==> src/rtl/led_mode_sequencer_if.sv <==
// Pin-level bundle between the board switch/LED pins and the LED mode sequencer.
// The sequencer takes the slave side; the board (or a bench) takes the master side.
interface led_mode_sequencer_if;
   logic       i_Switch_1;
   logic       o_LED_1;
   logic       o_LED_2;
   logic       o_LED_3;
   logic       o_LED_4;
   logic [1:0] o_Mode;
   logic       o_Release;

   modport master (
      output i_Switch_1,
      input  o_LED_1, o_LED_2, o_LED_3, o_LED_4, o_Mode, o_Release
   );

   modport slave (
      input  i_Switch_1,
      output o_LED_1, o_LED_2, o_LED_3, o_LED_4, o_Mode, o_Release
   );
endinterface

==> src/rtl/led_mode_sequencer.sv <==
// Debounced push-button release steps the four user LEDs through
// OFF / ALL_ON / BLINK / CHASE, with a shared rate counter timing the patterns.
module led_mode_sequencer #(
   parameter int DEBOUNCE_LIMIT = 250000,
   parameter int RATE_LIMIT     = 12500000
) (
   input logic                 i_Clk,
   input logic                 i_Rst_L,
   led_mode_sequencer_if.slave bus
);

   localparam int DB_W = $clog2(DEBOUNCE_LIMIT);
   localparam int RT_W = $clog2(RATE_LIMIT);
   localparam logic [DB_W-1:0] DB_LAST   = DB_W'(DEBOUNCE_LIMIT - 1);
   localparam logic [RT_W-1:0] RATE_LAST = RT_W'(RATE_LIMIT - 1);

   typedef enum logic [1:0] {
      MODE_OFF    = 2'd0,
      MODE_ALL_ON = 2'd1,
      MODE_BLINK  = 2'd2,
      MODE_CHASE  = 2'd3
   } mode_e;

   logic            sync1_q, sync2_q;
   logic [DB_W-1:0] db_cnt_q, db_cnt_d;
   logic            stable_q, stable_d;
   logic            prev_q;
   logic            release_q;

   mode_e           mode_q, mode_d;
   logic [RT_W-1:0] rate_q, rate_d;
   logic [3:0]      leds_q, leds_d;
   logic            tick;

   // NOTE: every combinational output gets a default first so no path leaves it unassigned (no latch).
   always_comb begin
      db_cnt_d = '0;
      stable_d = stable_q;
      if (sync2_q != stable_q) begin
         if (db_cnt_q == DB_LAST) stable_d = sync2_q;
         else                     db_cnt_d = db_cnt_q + DB_W'(1);
      end
   end

   // NOTE: sequential state uses non-blocking assignments so all flops sample pre-edge values.
   always_ff @(posedge i_Clk or negedge i_Rst_L) begin
      if (!i_Rst_L) begin
         sync1_q   <= 1'b0;
         sync2_q   <= 1'b0;
         db_cnt_q  <= '0;
         stable_q  <= 1'b0;
         prev_q    <= 1'b0;
         release_q <= 1'b0;
      end else begin
         sync1_q   <= bus.i_Switch_1;
         sync2_q   <= sync1_q;
         db_cnt_q  <= db_cnt_d;
         stable_q  <= stable_d;
         prev_q    <= stable_q;
         release_q <= prev_q & ~stable_q;
      end
   end

   always_ff @(posedge i_Clk or negedge i_Rst_L) begin
      if (!i_Rst_L) begin
         mode_q <= MODE_OFF;
         rate_q <= '0;
         leds_q <= 4'b0000;
      end else begin
         mode_q <= mode_d;
         rate_q <= rate_d;
         leds_q <= leds_d;
      end
   end

   assign tick = (rate_q == RATE_LAST);

   always_comb begin
      mode_d = mode_q;
      if (release_q) begin
         unique case (mode_q)
            MODE_OFF:    mode_d = MODE_ALL_ON;
            MODE_ALL_ON: mode_d = MODE_BLINK;
            MODE_BLINK:  mode_d = MODE_CHASE;
            MODE_CHASE:  mode_d = MODE_OFF;
         endcase
      end

      if (release_q || tick) rate_d = '0;
      else                   rate_d = rate_q + RT_W'(1);
   end

   // A mode change outranks a coincident tick: the entry pattern loads instead of a step.
   always_comb begin
      leds_d = leds_q;
      if (release_q) begin
         unique case (mode_d)
            MODE_OFF:    leds_d = 4'b0000;
            MODE_ALL_ON: leds_d = 4'b1111;
            MODE_BLINK:  leds_d = 4'b1111;
            MODE_CHASE:  leds_d = 4'b0001;
         endcase
      end else if (tick) begin
         unique case (mode_q)
            MODE_BLINK: leds_d = ~leds_q;
            MODE_CHASE: leds_d = {leds_q[2:0], leds_q[3]};
            default:    leds_d = leds_q;
         endcase
      end
   end

   assign bus.o_Mode    = mode_q;
   assign bus.o_Release = release_q;
   assign bus.o_LED_1   = leds_q[0];
   assign bus.o_LED_2   = leds_q[1];
   assign bus.o_LED_3   = leds_q[2];
   assign bus.o_LED_4   = leds_q[3];

endmodule

==> src/flat_wrapper.sv <==
// flat-port wrapper written by rule: the top's interface ports become plain ports
module led_mode_sequencer_flat 
#(
   parameter int DEBOUNCE_LIMIT = 250000,
   parameter int RATE_LIMIT     = 12500000
)
  (i_Clk, i_Rst_L, bus_i_Switch_1, bus_o_LED_1, bus_o_LED_2, bus_o_LED_3, bus_o_LED_4, bus_o_Mode, bus_o_Release);
  led_mode_sequencer_if bus_i ();
  input logic i_Clk;
  input logic i_Rst_L;
  input wire logic [$bits(bus_i.i_Switch_1)-1:0] bus_i_Switch_1;
  output wire logic [$bits(bus_i.o_LED_1)-1:0] bus_o_LED_1;
  output wire logic [$bits(bus_i.o_LED_2)-1:0] bus_o_LED_2;
  output wire logic [$bits(bus_i.o_LED_3)-1:0] bus_o_LED_3;
  output wire logic [$bits(bus_i.o_LED_4)-1:0] bus_o_LED_4;
  output wire logic [$bits(bus_i.o_Mode)-1:0] bus_o_Mode;
  output wire logic [$bits(bus_i.o_Release)-1:0] bus_o_Release;
  assign bus_i.i_Switch_1 = bus_i_Switch_1;
  assign bus_o_LED_1 = bus_i.o_LED_1;
  assign bus_o_LED_2 = bus_i.o_LED_2;
  assign bus_o_LED_3 = bus_i.o_LED_3;
  assign bus_o_LED_4 = bus_i.o_LED_4;
  assign bus_o_Mode = bus_i.o_Mode;
  assign bus_o_Release = bus_i.o_Release;
  led_mode_sequencer #(.DEBOUNCE_LIMIT(DEBOUNCE_LIMIT), .RATE_LIMIT(RATE_LIMIT)) u_core (.i_Clk(i_Clk), .i_Rst_L(i_Rst_L), .bus(bus_i));
endmodule
==> config.mk <==
export PLATFORM = sky130hd
export DESIGN_NAME = led_mode_sequencer_flat
export DESIGN_NICKNAME = d
export VERILOG_FILES = /design/src/rtl/led_mode_sequencer_if.sv /design/src/rtl/led_mode_sequencer.sv /design/src/flat_wrapper.sv
export SDC_FILE = /design/constraint.sdc
export NUM_CORES = 1
export LEC_CHECK = 0
export ABC_CLOCK_PERIOD_IN_PS = 1900
export BUFFER_PORTS_ARGS = -buffer_cell sky130_fd_sc_hd__buf_2
export CAP_MARGIN = 0
export CORE_MARGIN = 2
export CORE_UTILIZATION = 30
export DETAILED_ROUTE_END_ITERATION = 16
export SYNTH_ARGS = -nofsm -noshare
export SYNTH_HDL_FRONTEND = slang
export SYNTH_SLANG_ARGS = --single-unit
==> constraint.sdc <==
create_clock -name i_Clk -period 1.9 [get_ports i_Clk]
set_clock_uncertainty 0.15 [all_clocks]
set_input_delay 0.285 -clock i_Clk [delete_from_list [all_inputs] [get_ports i_Clk]]
set_output_delay 0.285 -clock i_Clk [all_outputs]
set_load 0.005 [all_outputs]
==> impl_metrics.tcl, run 1 <==
set metrics [dict create \
    status "complete, but fails checks" \
    violations "setup timing" \
    n_fill_cell 888 \
    powerDensity_nw_per_um2 573 \
    r2r_end "u_core.leds_q[3]" \
    synth.largest_area_cell "dfrtp_1" \
    hold_path.class "reg -> reg" \
    synth_warnings 0 \
    whs_endpoint "u_core.sync2_q" \
    async_flop_share 1.00 \
    ys_seq_area_frac 0.482 \
    clkLatencyLatePin_ps 310 \
    synth_area_leaders "dfrtp_1 48%, nor2_1 5.3%, xnor2_1 4.8%" \
    cts_buffer_depth 2 \
    post-route-period-util 1.01 \
    use_met1 0.164 \
    fin_crit_ps 1920 \
    fmax_mhz 520 \
    worstHoldStart "u_core.sync1_q" \
    num_antenna_cells 0 \
    wl_um 5640 \
    area_delta_synth_final_pct 25.4 \
    place_congestion 0.823 \
    fin_tns_setup_ps -24.2 \
    die_h_um 99.8 \
    critPathRequiredTime_ps 1960 \
    arrival_ps 1980 \
    reg2reg_depth 4 \
    die_w_um 99.8 \
    synth_ff_type "dfrtp_1" \
    busiest_layer "met2" \
    ir_drop_mv 0.262 \
    dpl_cell_area_um2 3240 \
    grt_pass1_vias 2191 \
    portBuffers 9 \
    numCtsBuffers 5 \
    crit_start "u_core.rate_q[5]" \
    r2r_setup_slack_ps -20 \
    critPathKind "reg -> reg" \
    pre_cts_ws_ps -61.3 \
    worst_setup_path_start_kind "flip-flop" \
    viasPerCell 5.03 \
    dp_hpwl_um 4110 \
    report.final.hold_viol_count 0 \
    initial_core_util 0.312 \
    synth_edf_count 0 \
    gr-usage-met2 0.198 \
    whs_path_depth 0 \
    htree_num_levels 2 \
    wire_per_inst_um 12.9 \
    netlist_area_um2 2750 \
    synth_cells 281 \
    layout.nets 338 \
    cp_max_fo 4 \
    cts_tree "done" \
    cp_slowest_cell "or4bb_4" \
    drive_gt1_frac 0.248 \
    grt_max_degree 43 \
    drt_iter0_markers 93 \
    end_kind "flip-flop" \
    syn_avg_cell_area_um2 9.79 \
    stdcell_count 438 \
    slew_viol_final 0 \
    grt_antenna_before_repair 0 \
    critical-path-top-delay-family "simple AND/OR/NAND/NOR gates" \
    core_um2 8810 \
    rsz0062_at_grt "true" \
    clk_pin_slew_ps 100 \
    max-cap-violations 0 \
    grt_overflow 0 \
    finalSetupViolations 2 \
    synth_top_area_frac 0.482 \
    grt_pass1_wl_um 9910 \
    fin_ws_ps -24.0 \
    tightest_slew_ps 378 \
    ant_nets 0 \
    vias 2205 \
    ys_ff_latch 53 \
    cts.sinks 53 \
    grt_usage 0.123 \
    post-route-cell-area_um2 3450 \
    cp_num_buf_inv 0 \
    drtPass1Iterations 4 \
    die_area_um2 9950 \
    syn_nets 290 \
    worst_slew_margin_rel 0.746 \
    synth_cell_types 47 \
    path_cells "or4bb_4 -> nor4b_4 -> a21boi_1 -> o22a_1" \
    use_met3 0.0295 \
    pin_count 10 \
    post-route-drc-count 0 \
    dp_cells 424 \
    cts.root.buffer_cell "clkbuf_8" \
    leakagePower_uw 0.00151 \
    timing.rr.start "u_core.rate_q[5]" \
    rows 34 \
    crit_path_max_incr_delay_ps 590 \
]
-- power by group --
part	switching (uW)	leakage (uW)	internal, uW	total [uW]
registers	7.06	0.000717	1130	1140
clock network	388	0.0000543	395	783
logic	34.6	0.000737	18.5	53.1
total	430	0.00151	1550	1980
-- cell families (layout without fill, tap and decap cells) --
logic type               after synthesis  after routing  synth area share
AO/OA/AOI/OAI                         45             45             0.107
XOR/XNOR                              26             26            0.0828
adder cells (fa/ha/maj)                6              6            0.0273
buffers and inverters                 21             70            0.0309
flip-flops                            53             53             0.482
multiplexers                           2              2           0.00773
AND/OR/NAND/NOR                      128            128             0.262
-- synth_stat cells, types with 2 or more instances --
| cell type | number |
|---|---|
| dfrtp_1 | 53 |
| nor2_1 | 39 |
| a21oi_1 | 19 |
| nand2_1 | 15 |
| xnor2_1 | 15 |
| nand3_1 | 14 |
| inv_1 | 12 |
| nand4_1 | 11 |
| xor2_1 | 11 |
| or4_1 | 8 |
| nor3_1 | 7 |
| o21ai_0 | 7 |
| o31ai_1 | 7 |
| or3_1 | 7 |
| ha_1 | 6 |
| nor4_1 | 6 |
| buf_2 | 5 |
| a41o_1 | 4 |
| and4_1 | 3 |
| clkbuf_1 | 3 |
| a21boi_0 | 2 |
| a31o_2 | 2 |
-- layer usage --
| metal | vias to the layer above | wire [um] |
|---|---|---|
| met5 | - | 0 |
| met4 | 0 | 66 |
| met2 | 23 | 2590 |
| li1 | 1116 | - |
| met1 | 1060 | 2830 |
| met3 | 6 | 148 |
-- flip-flops by register name (all words and copies together) (netlist names) --
signal	flops
u_core.bus.o_Mode	2
u_core.bus.o_Release	1
u_core.db_cnt_q	18
u_core.leds_q	4
u_core.prev_q	1
u_core.rate_q	24
u_core.stable_q	1
u_core.sync1_q	1
u_core.sync2_q	1
-- area by class of cell --
class	count	area (um^2)	area share
flip-flops and latches	53	1330	0.385
inverters	12	45.0	0.0131
repair buffers	50	395	0.115
multi-input cells	207	1430	0.415
clock inverters	3	46.3	0.0134
clock buffers	5	68.8	0.0199
well taps	108	135	0.0392
-- worst max-delay path by stage --
| stage | to | slack (ps) | cells past startpoint |
|---|---|---|---|
| after floorplan | u_core.rate_q[17] | -30 | 4 |
| after global placement | u_core.leds_q[3] | -10 | 4 |
| after detailed placement | u_core.leds_q[3] | -60 | 4 |
| after CTS | u_core.leds_q[3] | -8 | 4 |
| after global routing | u_core.leds_q[3] | -90 | 4 |
| final | u_core.leds_q[3] | -20 | 4 |
-- layout by cell type, fill, tap and decap left out, types with 2 or more instances in the layout --
cell type      count
a21boi_1           2
a21oi_1           18
a31o_2             2
a41o_1             4
and4_1             3
buf_12             3
buf_2              9
buf_4             36
clkbuf_8           5
dfrtp_1           51
dfrtp_2            2
dlygate4sd3_1      2
ha_1               4
inv_1             12
nand2_1           15
nand3_1           12
nand3_2            3
nand4_1           11
nand4_4            2
nor2_1            39
nor3_1             6
nor4_1             6
o21ai_0            5
o21ai_1            2
o31ai_1            7
or3_1              7
or4_1              6
or4_4              3
xnor2_1           15
xor2_1            11
-- repair_timing --
action	in CTS	in global routing
endpoints found under the setup margin	25	39
gates resized for setup	6	11
pin swaps	7	8
hold buffers	2	0
setup buffers	1	3
endpoints found under the hold margin	12	0
-- metrics by stage --
stage	util	power (uW)	hold slack, ps
floorplan	-	1180	-161
global placement	0.368	1210	44.2
detailed placement	0.368	1220	48.7
CTS	0.385	2010	211
global route	0.392	2070	224
finish	0.392	1980	206
(Power assumes the default switching activity.)
==> run 2, diff against run 1 <==
--- a/config.mk
+++ b/config.mk
@@ -5,11 +5,12 @@
 export SDC_FILE = /design/constraint.sdc
 export NUM_CORES = 1
 export LEC_CHECK = 0
-export ABC_CLOCK_PERIOD_IN_PS = 1900
+export ABC_CLOCK_PERIOD_IN_PS = 1610
 export BUFFER_PORTS_ARGS = -buffer_cell sky130_fd_sc_hd__buf_2
 export CAP_MARGIN = 0
 export CORE_MARGIN = 2
 export CORE_UTILIZATION = 30
+export CTS_BUF_LIST = sky130_fd_sc_hd__clkbuf_8
 export DETAILED_ROUTE_END_ITERATION = 16
 export SYNTH_ARGS = -nofsm -noshare
 export SYNTH_HDL_FRONTEND = slang
==> constraint.sdc (replaced) <==
create_clock -name i_Clk -period 1.61 [get_ports i_Clk]
set_clock_uncertainty 0.15 [all_clocks]
set_input_delay 0.2415 -clock i_Clk [delete_from_list [all_inputs] [get_ports i_Clk]]
set_output_delay 0.2415 -clock i_Clk [all_outputs]
set_load 0.005 [all_outputs]
==> impl_metrics.tcl, run 2 (synthesis gave the netlist of run 1 again) <==
set metrics [dict create \
    status "complete, but fails checks" \
    violations "setup timing" \
    ir_drop_mv 0.301 \
    die_h_um 99.8 \
    wl_um 6490 \
    crit_end "u_core.rate_q[17]" \
    worst_setup_path_start_kind "flip-flop" \
    wire_per_inst_um 13.5 \
    dp_hpwl_um 4690 \
    max-cap-violations 0 \
    cp_num_buf_inv 0 \
    viasPerCell 4.98 \
    drt_iter0_markers 110 \
    cts.sinks 53 \
    n_fill_cell 805 \
    critPathRequiredTime_ps 1710 \
    r2r_setup_slack_ps -300 \
    critical-path-top-delay-family "simple AND/OR/NAND/NOR gates" \
    stdcell_count 482 \
    grt_max_degree 20 \
    arrival_ps 2010 \
    clk_pin_slew_ps 100 \
    pre_cts_ws_ps -296 \
    dp_cells 459 \
    path_cells "nand4_4 -> or4_4 -> or4_4 -> a21oi_2" \
    drtPass1Iterations 4 \
    end_kind "flip-flop" \
    fin_crit_ps 1910 \
    cts.root.buffer_cell "clkbuf_8" \
    grt_overflow 0 \
    vias 2399 \
    r2r_end "u_core.rate_q[17]" \
    path_depth 4 \
    critPathKind "reg -> reg" \
    grt_pass1_vias 2404 \
    core_um2 8810 \
    crit_start "u_core.rate_q[6]" \
    die_w_um 99.8 \
    rows 34 \
    grt_pass1_wl_um 11000 \
    rsz0062_at_grt "true" \
    fin_hold_ws_ps 204 \
    slew_viol_final 0 \
    clkLatencyLatePin_ps 310 \
    place_congestion 0.829 \
    post-route-period-util 1.19 \
    tightest_slew_ps 436 \
    regMostFlops "u_core.rate_q" \
    drive_gt1_frac 0.444 \
    reg2reg_depth 4 \
    grt_antenna_before_repair 0 \
    num_antenna_cells 0 \
    portBuffers 9 \
    die_area_um2 9950 \
    final_cell_mix "73 x buf_4, 47 x dfrtp_1, 26 x nor2_1" \
    largest_register_ffs 24 \
    initial_core_util 0.312 \
    finalSetupViolations 47 \
    post-route-drc-count 0 \
    numCtsBuffers 5 \
    report.final.hold_viol_count 0 \
    timing.rr.start "u_core.rate_q[6]" \
    crit_path_max_incr_delay_ps 580 \
    cp_max_fo 4 \
    final_common_cell "buf_4" \
    largestRegisters "u_core.rate_q (24), u_core.db_cnt_q (18), u_core.leds_q (4)" \
    crit_top_cell "or4_4" \
    cp_slowest_cell "or4_4" \
    seq_area_um2 1330 \
    fin_ws_ps -298 \
    cts_buffer_depth 2 \
    ant_nets 0 \
    cts_tree "done" \
    htree_num_levels 2 \
    grt_usage 0.134 \
    power.total_uw 2360 \
    area_delta_synth_final_pct 44.9 \
    pin_count 10 \
    layout.nets 382 \
    multiInputGateArea_um2 1600 \
    worst_slew_margin_rel 0.709 \
    leakagePower_uw 0.00174 \
    hold_path.class "reg -> reg" \
    powerDensity_nw_per_um2 593 \
    fmax_mhz 524 \
]
==> run 2: how the worst min path moves through the flow <==
| stage | start | end | slack, ps | cells past startpoint |
|---|---|---|---|---|
| after floorplan | i_Rst_L | u_core.bus.o_Mode[0] | -200 | 0 |
| after global placement | i_Rst_L | u_core.rate_q[18] | 50 | 1 |
| after detailed placement | i_Rst_L | u_core.rate_q[18] | 60 | 1 |
| after CTS | u_core.sync1_q | u_core.sync2_q | 200 | 0 |
| after global routing | u_core.sync1_q | u_core.sync2_q | 230 | 0 |
| final | u_core.sync1_q | u_core.sync2_q | 200 | 0 |
==> run 2: area by class of cell <==
class / instances / area share
timing repair buffer: 94 / 0.190
sequential: 53 / 0.335
multi-input combinational: 207 / 0.402
clock buffer: 5 / 0.0173
inverter: 12 / 0.0113
clock inverter: 3 / 0.0116
tap: 108 / 0.0339
==> run 2: stage by stage <==
step	area, um^2	setup TNS, ps	utilization
finish	3990	-8430	0.453
global route	3990	-11590	0.453
CTS	3840	-8290	0.436
detailed placement	3530	-7990	0.401
global placement	3530	-7160	0.401
floorplan	2840	-6450	-
==> run 2: per-layer routing <==
| layer | routed length [um] | vias up | track usage |
|---|---|---|---|
| met1 | 3100 | 1166 | 0.171 |
| li1 | - | 1200 | - |
| met4 | 68 | 0 | 0.0295 |
| met2 | 3170 | 24 | 0.231 |
| met5 | 0 | - | 0 |
| met3 | 160 | 9 | 0.0309 |
==> run 2: repair_timing <==
action / CTS / global route
setup endpoints to repair: 47 / 47
hold endpoints to repair: 16 / 0
pin swaps: 15 / 8
setup buffers: 5 / 8
hold buffers: 2 / 0
gates resized for setup: 27 / 34
cloned: 2 / 0
==> run 2: report_power, final <==
group	leakage (uW)	internal, uW	switching [uW]	total, uW
Sequential	0.000710	1340	8.20	1350
Clock	0.0000543	466	457	923
Combinational	0.000975	39.7	53.3	92.9
Total	0.00174	1840	519	2360
==> run 3, diff against run 2 <==
--- a/config.mk
+++ b/config.mk
@@ -5,6 +5,7 @@
 export SDC_FILE = /design/constraint.sdc
 export NUM_CORES = 1
 export LEC_CHECK = 0
+export ABC_AREA = 1
 export ABC_CLOCK_PERIOD_IN_PS = 1610
 export BUFFER_PORTS_ARGS = -buffer_cell sky130_fd_sc_hd__buf_2
 export CAP_MARGIN = 0
==> impl_metrics.tcl, run 3 <==
set metrics [dict create \
    num_antenna_cells 0 \
    ant_nets 0 \
    cp_num_buf_inv 1 \
    synth_edf_count 0 \
    largest_register_ffs 24 \
    hold_path.class "reg -> reg" \
    async_flop_share 1.00 \
    critPathKind "reg -> reg" \
    synth_top_area_frac 0.455 \
    slew_viol_final 0 \
    leakagePower_uw 0.00162 \
    crit_path_max_incr_delay_ps 400 \
    layout.nets 453 \
    grt_pass1_vias 2407 \
    synth_area_leaders "dfrtp_1 45%, nand2_1 14%, nor2_1 13%" \
    final_cell_mix "105 x nand2_1, 100 x nor2_1, 51 x dfrtp_1" \
    regMostFlops "u_core.rate_q" \
    dp_hpwl_um 4550 \
    synth_cells 402 \
    synth_cell_types 25 \
    rsz0062_at_grt "true" \
    wl_um 6110 \
    netlist_area_um2 2920 \
    drt_iter0_markers 67 \
    report.final.hold_viol_count 0 \
    htree_num_levels 2 \
    postLayoutCoreUtil 0.378 \
    clk_pin_slew_ps 110 \
    grt_overflow 0 \
    yosysMostFrequentCell "nand2_1" \
    violations "setup timing" \
    n_fill_cell 980 \
    final_common_cell "nand2_1" \
    grt_pass1_wl_um 10600 \
    numCtsBuffers 5 \
    drive_gt1_frac 0.162 \
    post-route-drc-count 0 \
    fin_ws_ps -193 \
    die_w_um 103 \
    yosys-top-cells-count "111 x nand2_1, 103 x nor2_1, 53 x dfrtp_1, 45 x inv_1, 17 x nand3_1" \
    cp_slowest_cell "dfrtp_1" \
    post-route-period-util 1.12 \
    fin_crit_ps 1800 \
    synth_warnings 0 \
    synth_ff_type "dfrtp_1" \
    grt_max_degree 39 \
    rows 35 \
    drtPass1Iterations 4 \
    syn_avg_cell_area_um2 7.25 \
    die_area_um2 10500 \
    area_delta_synth_final_pct 20.9 \
    worst_setup_path_start_kind "flip-flop" \
    syn_nets 411 \
    critPathRequiredTime_ps 1660 \
    fmax_mhz 555 \
    die_h_um 103 \
    max-cap-violations 0 \
    place_congestion 0.869 \
    cts_buffer_depth 2 \
    viasPerCell 4.42 \
    status "complete, but fails checks" \
    ys_seq_area_frac 0.455 \
    end_kind "flip-flop" \
    ys_ff_latch 53 \
    path_cells "inv_1 -> ha_1 -> or2_4 -> o21ai_4 -> ha_4 -> nand2_4 -> o21ai_1 -> nand3_1 -> nand2_1" \
    finalSetupViolations 4 \
    post-route-cell-area_um2 3520 \
    synth.largest_area_cell "dfrtp_1" \
    largestRegisters "u_core.rate_q (24), u_core.db_cnt_q (18), u_core.leds_q (4)" \
    clkLatencyLatePin_ps 310 \
    cts.sinks 53 \
    tightest_slew_ps 413 \
    cts_tree "done" \
    arrival_ps 1860 \
    core_um2 9330 \
    initial_core_util 0.313 \
    wire_per_inst_um 10.6 \
    cp_max_fo 4 \
    pin_count 10 \
    dpl_cell_area_um2 3300 \
    ir_drop_mv 0.326 \
    worst_slew_margin_rel 0.725 \
    critical-path-top-delay-family "adder cells" \
    portBuffers 9 \
    vias 2535 \
    grt_usage 0.125 \
    cts.root.buffer_cell "clkbuf_8" \
    powerDensity_nw_per_um2 628 \
    grt_antenna_before_repair 0 \
]
## run 3: cell types whose count changed after synthesis, sizes merged, moves of 6 or more
cell	before	now
xnor2	15	7
a21oi	19	4
nand2	15	112
o31ai	7	0
nor2	39	105
o21ai	7	13
or3	7	0
nor4	7	0
inv	12	45
nand4	13	3
or4	9	0
## run 3: final timing paths
check | to | slack (ps) | start | depth (start not counted)
worst max-delay path | u_core.leds_q[3] | -190 | u_core.bus.o_Mode[1] | 9
worst min-delay path | u_core.sync2_q | 210 | u_core.sync1_q | 0
worst max register to register | u_core.leds_q[3] | -190 | u_core.bus.o_Mode[1] | 9
worst min register to register | u_core.sync2_q | 210 | u_core.sync1_q | 0
max in group asynchronous | u_core.db_cnt_q[6] | 540 | i_Rst_L | 3
min in group asynchronous | u_core.rate_q[21] | 230 | i_Rst_L | 2
## run 3: kinds of logic after synthesis
logic type,Yosys count,share of synthesized area
AOI/OAI and AO/OA,20,0.0373
xor gates and xnor gates,19,0.0571
adders and majority gates,6,0.0258
buffers and inverters,49,0.0678
DFF,53,0.455
and+or+nand+nor,255,0.357
## run 3: routing by layer
| metal | wire [um] | vias to the layer above | GRT usage |
|---|---|---|---|
| met5 | 0 | - | 0 |
| met4 | 62 | 0 | 0.0369 |
| met3 | 193 | 9 | 0.0244 |
| met2 | 2940 | 32 | 0.210 |
| met1 | 2910 | 1170 | 0.165 |
| li1 | - | 1324 | - |
## run 3: per-stage QoR
| step | worst slack (ps) | power (uW) | setup TNS [ps] | std cells | hold slack (ps) |
|---|---|---|---|---|---|
| 5_1_grt | -290 | 2310 | -2850 | 574 | 220 |
| 3_5_place_dp | -204 | 1430 | -605 | 559 | 49.3 |
| 6_report | -193 | 2210 | -544 | 574 | 208 |
| 2_1_floorplan | -145 | 1390 | -434 | 402 | -204 |
| 3_3_place_gp | -137 | 1430 | -410 | 559 | 46.0 |
| 4_1_cts | -228 | 2260 | -696 | 570 | 212 |
## run 3: area by class of cell
cell class / instances / area, um^2 / area share
flip-flops and latches: 53 / 1330 / 0.377
clock buffers: 5 / 68.8 / 0.0195
repair buffers: 39 / 300 / 0.0852
inverters: 45 / 169 / 0.0479
clock inverters: 3 / 28.8 / 0.00816
multi-input cells: 300 / 1470 / 0.416
well taps: 129 / 161 / 0.0458
## run 3: timing repair
action,CTS,global route
pin swaps,2,8
buffers inserted,1,4
hold buffers,2,0
resized for setup,2,21
setup endpoints to repair,6,39
endpoints found under the hold margin,16,0
## run 3: power by group
part | switching (uW) | leakage (uW) | internal [uW]
Clock | 481 | 0.0000506 | 326
Combinational | 42.4 | 0.000856 | 20.4
Sequential | 5.37 | 0.000716 | 1340
